--- config.mk ---
export PLATFORM = sky130hd
export DESIGN_NAME = ocl_axil_arbiter
export DESIGN_NICKNAME = d
export VERILOG_FILES = /design/src/rtl/ocl_axil_arbiter_pkg.sv /design/src/rtl/ocl_axil_arbiter.sv
export SDC_FILE = /design/constraint.sdc
export NUM_CORES = 1
export LEC_CHECK = 0
export BUFFER_PORTS_ARGS = -buffer_cell sky130_fd_sc_hd__buf_2
export CORE_AREA = 10 10 170 172
export CTS_BUF_LIST = sky130_fd_sc_hd__clkbuf_8
export DETAILED_ROUTE_END_ITERATION = 10
export DIE_AREA = 0 0 180 182
export PLACE_DENSITY = 0.55
export SYNTH_ARGS = -nofsm -noshare
export SYNTH_HDL_FRONTEND = slang
export SYNTH_SLANG_ARGS = --single-unit
--- constraint.sdc ---
create_clock -name clk_main_a0 -period 7.2 [get_ports clk_main_a0]
set_input_delay 0.72 -clock clk_main_a0 [delete_from_list [all_inputs] [get_ports clk_main_a0]]
set_output_delay 0.72 -clock clk_main_a0 [all_outputs]
set_load 0.005 [all_outputs]
--- src/rtl/ocl_axil_arbiter_pkg.sv ---
// ocl_arb_pkg
// Shared types and constants for the OCL / management-path AXI4-Lite arbiter.
//   arb_state_t    : transaction FSM states
//   RESP_*         : AXI-L response codes used by the arbiter
//   TIMEOUT_RDATA  : read data returned on a watchdog completion
//   NUM_MST        : number of upstream host paths
package ocl_arb_pkg;

    typedef enum logic [2:0] {
        IDLE,
        WADDR,
        WRESP,
        RADDR,
        RDATA
    } arb_state_t;

    localparam logic [1:0]  RESP_OKAY     = 2'b00;
    localparam logic [1:0]  RESP_SLVERR   = 2'b10;
    localparam logic [31:0] TIMEOUT_RDATA = 32'hDEAD_BEEF;
    localparam int          NUM_MST       = 2;

endpackage

--- src/rtl/ocl_axil_arbiter.sv ---
// ocl_axil_arbiter
// Shares one AXI4-Lite slave (the register core) between two host paths:
// master 0 = PCIe OCL (BAR0), master 1 = SDA/BAR1 management. Whole
// transactions are serialised, one at a time, with round-robin tie breaking.
// A response watchdog completes a hung B/R locally with SLVERR.
//
// Ports (master i: 1-bit signals at bit [i], buses at [W*i +: W]):
//   clk_main_a0, rst_main_n    clock, async active-low reset
//   s_aw*/s_w*/s_b*/s_ar*/s_r* per-master AXI-L slave ports (from reg slices)
//   m_aw*/m_w*/m_b*/m_ar*/m_r* single AXI-L master port (to the core)
//   grant_o                    one-hot owner of the current transaction
//   timeout_cnt                saturating count of watchdog completions
module ocl_axil_arbiter
    import ocl_arb_pkg::*;
#(
    parameter int ADDR_W  = 32,
    parameter int DATA_W  = 32,
    parameter int TIMEOUT = 256
) (
    input  logic                          clk_main_a0,
    input  logic                          rst_main_n,
    // upstream masters
    input  logic [NUM_MST-1:0]            s_awvalid,
    input  logic [NUM_MST*ADDR_W-1:0]     s_awaddr,
    output logic [NUM_MST-1:0]            s_awready,
    input  logic [NUM_MST-1:0]            s_wvalid,
    input  logic [NUM_MST*DATA_W-1:0]     s_wdata,
    input  logic [NUM_MST*DATA_W/8-1:0]   s_wstrb,
    output logic [NUM_MST-1:0]            s_wready,
    output logic [NUM_MST-1:0]            s_bvalid,
    output logic [NUM_MST*2-1:0]          s_bresp,
    input  logic [NUM_MST-1:0]            s_bready,
    input  logic [NUM_MST-1:0]            s_arvalid,
    input  logic [NUM_MST*ADDR_W-1:0]     s_araddr,
    output logic [NUM_MST-1:0]            s_arready,
    output logic [NUM_MST-1:0]            s_rvalid,
    output logic [NUM_MST*DATA_W-1:0]     s_rdata,
    output logic [NUM_MST*2-1:0]          s_rresp,
    input  logic [NUM_MST-1:0]            s_rready,
    // downstream slave (register core)
    output logic                          m_awvalid,
    output logic [ADDR_W-1:0]             m_awaddr,
    input  logic                          m_awready,
    output logic                          m_wvalid,
    output logic [DATA_W-1:0]             m_wdata,
    output logic [DATA_W/8-1:0]           m_wstrb,
    input  logic                          m_wready,
    input  logic                          m_bvalid,
    input  logic [1:0]                    m_bresp,
    output logic                          m_bready,
    output logic                          m_arvalid,
    output logic [ADDR_W-1:0]             m_araddr,
    input  logic                          m_arready,
    input  logic                          m_rvalid,
    input  logic [DATA_W-1:0]             m_rdata,
    input  logic [1:0]                    m_rresp,
    output logic                          m_rready,
    // status
    output logic [NUM_MST-1:0]            grant_o,
    output logic [15:0]                   timeout_cnt
);

    localparam int         STRB_W  = DATA_W / 8;
    localparam logic [15:0] WD_LAST = 16'(TIMEOUT - 1);

    arb_state_t         state_q;
    logic               owner_q;
    logic               last_grant_q;
    logic               aw_done_q;
    logic               w_done_q;
    logic               local_q;       // watchdog completion already presented
    logic [15:0]        wd_q;
    logic [NUM_MST-1:0] grant_q;
    logic [15:0]        tmo_cnt_q;

    // Per-master views of the flattened payload buses
    logic [ADDR_W-1:0]  aw_addr_a [NUM_MST];
    logic [DATA_W-1:0]  w_data_a  [NUM_MST];
    logic [STRB_W-1:0]  w_strb_a  [NUM_MST];
    logic [ADDR_W-1:0]  ar_addr_a [NUM_MST];

    for (genvar g = 0; g < NUM_MST; g++) begin : g_unpack
        assign aw_addr_a[g] = s_awaddr[g*ADDR_W +: ADDR_W];
        assign w_data_a[g]  = s_wdata[g*DATA_W +: DATA_W];
        assign w_strb_a[g]  = s_wstrb[g*STRB_W +: STRB_W];
        assign ar_addr_a[g] = s_araddr[g*ADDR_W +: ADDR_W];
    end

    // Round-robin: on a tie the master that did not win last time goes.
    logic [NUM_MST-1:0] req;
    logic               win;
    assign req = s_awvalid | s_arvalid;
    assign win = (&req) ? ~last_grant_q : ~req[0];

    // Owner-side response path and watchdog selection
    logic              slv_valid;
    logic              local_sel;
    logic              rsp_ready;
    logic              awready_c, wready_c, arready_c;
    logic              bvalid_c, rvalid_c;
    logic [1:0]        rsp_code;
    logic [DATA_W-1:0] rdata_c;
    logic              aw_hs, w_hs, ar_hs, rsp_hs;

    // A slave response arriving in the very cycle the watchdog expires
    // still wins; once the local completion is shown it is held until taken.
    always_comb begin
        slv_valid = (state_q == RDATA) ? m_rvalid : m_bvalid;
        local_sel = local_q | ((wd_q == WD_LAST) & ~slv_valid);
        rsp_ready = (state_q == RDATA) ? s_rready[owner_q] : s_bready[owner_q];
    end

    always_comb begin
        m_awvalid = 1'b0;
        m_wvalid  = 1'b0;
        m_arvalid = 1'b0;
        m_bready  = 1'b0;
        m_rready  = 1'b0;
        awready_c = 1'b0;
        wready_c  = 1'b0;
        arready_c = 1'b0;
        bvalid_c  = 1'b0;
        rvalid_c  = 1'b0;
        rsp_code  = RESP_OKAY;
        rdata_c   = '0;
        case (state_q)
            IDLE: begin
                // Drain stray late responses so they never reach a master
                m_bready = 1'b1;
                m_rready = 1'b1;
            end
            WADDR: begin
                m_awvalid = s_awvalid[owner_q] & ~aw_done_q;
                m_wvalid  = s_wvalid[owner_q] & ~w_done_q;
                awready_c = m_awready & ~aw_done_q;
                wready_c  = m_wready & ~w_done_q;
            end
            WRESP: begin
                if (local_sel) begin
                    bvalid_c = 1'b1;
                    rsp_code = RESP_SLVERR;
                end else begin
                    bvalid_c = m_bvalid;
                    rsp_code = m_bresp;
                    m_bready = s_bready[owner_q];
                end
            end
            RADDR: begin
                m_arvalid = s_arvalid[owner_q];
                arready_c = m_arready;
            end
            RDATA: begin
                if (local_sel) begin
                    rvalid_c = 1'b1;
                    rsp_code = RESP_SLVERR;
                    rdata_c  = DATA_W'(TIMEOUT_RDATA);
                end else begin
                    rvalid_c = m_rvalid;
                    rsp_code = m_rresp;
                    rdata_c  = m_rdata;
                    m_rready = s_rready[owner_q];
                end
            end
            default: ;
        endcase
    end

    assign aw_hs  = m_awvalid & m_awready;
    assign w_hs   = m_wvalid & m_wready;
    assign ar_hs  = m_arvalid & m_arready;
    assign rsp_hs = (bvalid_c | rvalid_c) & rsp_ready;

    assign m_awaddr = aw_addr_a[owner_q];
    assign m_wdata  = w_data_a[owner_q];
    assign m_wstrb  = w_strb_a[owner_q];
    assign m_araddr = ar_addr_a[owner_q];

    // grant_q is zero in IDLE, so it doubles as the fan-out mask
    for (genvar g = 0; g < NUM_MST; g++) begin : g_fanout
        assign s_awready[g]                = grant_q[g] & awready_c;
        assign s_wready[g]                 = grant_q[g] & wready_c;
        assign s_arready[g]                = grant_q[g] & arready_c;
        assign s_bvalid[g]                 = grant_q[g] & bvalid_c;
        assign s_rvalid[g]                 = grant_q[g] & rvalid_c;
        assign s_bresp[g*2 +: 2]           = grant_q[g] ? rsp_code : RESP_OKAY;
        assign s_rresp[g*2 +: 2]           = grant_q[g] ? rsp_code : RESP_OKAY;
        assign s_rdata[g*DATA_W +: DATA_W] = grant_q[g] ? rdata_c : '0;
    end

    assign grant_o     = grant_q;
    assign timeout_cnt = tmo_cnt_q;

    always_ff @(posedge clk_main_a0 or negedge rst_main_n) begin
        if (!rst_main_n) begin
            state_q      <= IDLE;
            owner_q      <= 1'b0;
            last_grant_q <= 1'b1;
            aw_done_q    <= 1'b0;
            w_done_q     <= 1'b0;
            local_q      <= 1'b0;
            wd_q         <= '0;
            grant_q      <= '0;
            tmo_cnt_q    <= '0;
        end else begin
            case (state_q)
                IDLE: begin
                    if (|req) begin
                        // Write takes priority when the winner offers both
                        state_q      <= s_awvalid[win] ? WADDR : RADDR;
                        owner_q      <= win;
                        last_grant_q <= win;
                        grant_q      <= win ? 2'b10 : 2'b01;
                        aw_done_q    <= 1'b0;
                        w_done_q     <= 1'b0;
                    end
                end
                WADDR: begin
                    if ((aw_done_q | aw_hs) && (w_done_q | w_hs)) begin
                        state_q <= WRESP;
                        wd_q    <= '0;
                        local_q <= 1'b0;
                    end else begin
                        aw_done_q <= aw_done_q | aw_hs;
                        w_done_q  <= w_done_q | w_hs;
                    end
                end
                RADDR: begin
                    if (ar_hs) begin
                        state_q <= RDATA;
                        wd_q    <= '0;
                        local_q <= 1'b0;
                    end
                end
                WRESP, RDATA: begin
                    if (rsp_hs) begin
                        state_q <= IDLE;
                        grant_q <= '0;
                        if (local_sel && tmo_cnt_q != 16'hFFFF)
                            tmo_cnt_q <= tmo_cnt_q + 16'd1;
                    end else begin
                        if (wd_q != WD_LAST)
                            wd_q <= wd_q + 16'd1;
                        if (local_sel)
                            local_q <= 1'b1;
                    end
                end
                default: state_q <= IDLE;
            endcase
        end
    end

endmodule

==> flow_metrics.env <==
export IMPL_status="finished clean"
export IMPL_yosys_area_top_type="mux2_2"
export IMPL_min_path_type="primary input to asynchronous set/reset pin"
export IMPL_syn2layout_area_growth_pct=61.5
export IMPL_syn_area_per_cell_um2=8.51
export IMPL_rows=59
export IMPL_critPathKind="register to output pin"
export IMPL_arrival_ns=3.43
export IMPL_post_place_ws_ns=3.37
export IMPL_min_period_ns=4.15
export IMPL_hold_viol=0
export IMPL_start_util_pct=17.3
export IMPL_synth_edf_count=0
export IMPL_reg2reg_slack_ns=4.24
export IMPL_core_area_um2=25600
export IMPL_drv_slew=0
export IMPL_pin_count=458
export IMPL_final_nets=1202
export IMPL_cellPowerDensity_nw_per_um2=237
export IMPL_post_cts_setup_buffer_count=0
export IMPL_worstReg2RegEnd="timeout_cnt[1]"
export IMPL_grt_max_degree=78
export IMPL_placed_area_um2=6990
export IMPL_antenna_found_initial=10
export IMPL_route_detailed_drc=0
export IMPL_grt_pass1_wl_mm=41.3
export IMPL_ys_flop_type="dfrtp_1"
export IMPL_worstSetupStartpoint="wd_q[12]"
export IMPL_ys_seq_area_share_pct=23.8
export IMPL_synth_area_top_cells="mux2_2 (26%), dfrtp_1 (23%), nor2_1 (7.6%)"
export IMPL_cts_buffers=5
export IMPL_clk_pin_slew_ns=0.09
export IMPL_die_x_um=180
export IMPL_cpPeakStageDelay_ns=0.84
export IMPL_tightest_slew_ns=1.14
export IMPL_drt_iter0_drc=341
export IMPL_total_power_w=0.00170
export IMPL_clockPowerShare_pct=13.8
export IMPL_r2r_start="state_q[1]"
export IMPL_design_area_um2=7140
export IMPL_layout_drive_gt1_share_pct=63.3
export IMPL_fin_setup_tns_ns=0
export IMPL_skew_ns=0.0107
export IMPL_end_kind="output pin"
export IMPL_period_share_pct=57.7
export IMPL_cts_repair_resized=0
export IMPL_ys_async_sr_fraction_pct=100
export IMPL_viasPerCell=4.45
export IMPL_clkSinkCount=42
export IMPL_p_int_w=0.000937
export IMPL_layout_commonest_cell="buf_2"
export IMPL_cts_root_buf="clkbuf_8"
export IMPL_totalWireLength_mm=29.7
export IMPL_cp_start_kind="register"
export IMPL_place_hpwl_mm=26.1
export IMPL_setup_violations=0
export IMPL_timing_reg2reg_worst_path_depth=5
export IMPL_required_ns=6.48
export IMPL_max_freq_ghz=0.241
export IMPL_cp_slowest_cell="a21o_1"
export IMPL_crit_path_max_fanout=31
export IMPL_first_pass_iters=4
export IMPL_synth_top_area_share_pct=26.2
export IMPL_hold_buffers=0
export IMPL_syn_nets=775
export IMPL_cts_max_path_buffers=2
export IMPL_synthDistinctLibCells=58
export IMPL_comb_power_share_pct=65.1
export IMPL_wl_per_cell_um=23.0
export IMPL_worst_path_buf_inv=1
export IMPL_power_switching_w=0.000759
export IMPL_rsz0062_at_grt="no"
export IMPL_synthCells=520
export IMPL_crit_family="compound AO/OA/AOI/OAI gates"
export IMPL_seq_power_share_pct=21.2
export IMPL_dieArea_um2=32800
export IMPL_ys_seq_elements=42
export IMPL_grt_pass1_vias=6025
export IMPL_insertion_delay_ns=0.30
export IMPL_gp_congestion=0.934
export IMPL_drv_cap=0
export IMPL_finalWorstSetupSlack_ns=3.05
export IMPL_vdd_drop_max_v=0.000123
export IMPL_portBuffers=457
export IMPL_swShare_pct=44.7
export IMPL_cts_tree="yes"
export IMPL_p_leak_nw=3.88
export IMPL_grt_usage_pct=16.7
export IMPL_yosys_warnings=0
export IMPL_cts_htree_levels=2
export IMPL_max_slew_margin_rel_pct=23.4
export IMPL_worstPathCellList="or4_4 > nor4_4 > a21o_1 > o21ai_0 > a21oi_1 > buf_2"
export IMPL_die_y_um=182
export IMPL_synth_area_um2=4420
export IMPL_grt_overflow_total=0
export IMPL_vias=5727
export IMPL_final_cell_mix="buf_2 (457), mux2_2 (103), nor2_1 (90), dfrtp_1 (40), and3_1 (29)"
export IMPL_final_antenna_net_count=0
## metal layers
metal | share of wire, % | GRT usage [%] | vias up | wire (µm)
met5 | 0.094 | 0 | - | 28
met4 | 1.2 | 2.68 | 6 | 360
met3 | 11 | 7.97 | 29 | 3220
met2 | 50 | 29.2 | 232 | 14800
met1 | 38 | 18.1 | 2703 | 11200
li1 | - | - | 2757 | -
## worst max-delay path by stage
stage | to | cells past startpoint | slack (ns)
3_3_place_gp | s_bresp[3] | 6 | 3.45
6_report | s_bresp[3] | 6 | 3.05
5_1_grt | s_rresp[3] | 6 | 2.75
2_1_floorplan | s_rresp[1] | 7 | 4.22
3_5_place_dp | s_bresp[3] | 6 | 3.37
4_1_cts | s_bresp[3] | 6 | 3.02
## worst reg2reg max path, stage by stage, from the launching register on
cell     delay [ns]
dfrtp_1        0.67
nor3b_1        0.89
a32oi_2        0.32
buf_4          0.35
nor3_2         0.26
mux2_2         0.36
## power by group through the flow
stage / sequential (W) / combinational [W] / clock (W)
2_1_floorplan: 0.000297 / 0.000665 / 0
3_3_place_gp: 0.000363 / 0.00112 / 0
3_5_place_dp: 0.000365 / 0.00112 / 0
4_1_cts: 0.000361 / 0.00113 / 0.000241
5_1_grt: 0.000370 / 0.00121 / 0.000250
6_report: 0.000359 / 0.00110 / 0.000234
## kinds of logic (layout without fill, tap and decap cells)
kind of cell    after synthesis  after routing  synth area share [%]
compound gates               73             73                  11.8
simple gates                225            225                  27.7
flops                        42             42                  23.8
mux                         109            109                  27.6
other cells                   0              5                     0
xor+xnor                     16             16                  3.17
buf+inv                      53            481                  5.40
fa+ha+maj                     2              2                 0.566
## cell usage after synthesis (all sizes together), types with 15 or more instances
master,number
nor2,90
clkbuf,26
a21oi,15
nor4,17
dfrtp,41
mux2,104
nand3,19
nand2,26
buf,16
xor2,15
and3,29
## state kept, by name, summed over array words and instances (netlist names)
name,cells
local_q,1
aw_done_q,1
w_done_q,1
state_q,3
grant_o,2
wd_q,16
last_grant_q,1
owner_q,1
timeout_cnt,16
## stage by stage
stage | hold slack (ns) | std cells | utilization [%]
3_3_place_gp | 0.477 | 1275 | 27.3
3_5_place_dp | 0.486 | 1275 | 27.3
5_1_grt | 0.527 | 1287 | 27.9
2_1_floorplan | 0.424 | 520 | -
6_report | 0.483 | 1288 | 27.9
4_1_cts | 0.499 | 1283 | 27.8
## cell type report
type	count	area (µm²)
fillers	2787	18500
diodes	5	12.5
repair buffers	462	2320
flip-flops and latches	42	1060
clock inverters	2	60.1
well taps	335	419
multi-input cells	425	3150
clock buffers	6	82.6
inverters	11	41.3
(Power assumes the default switching activity.)
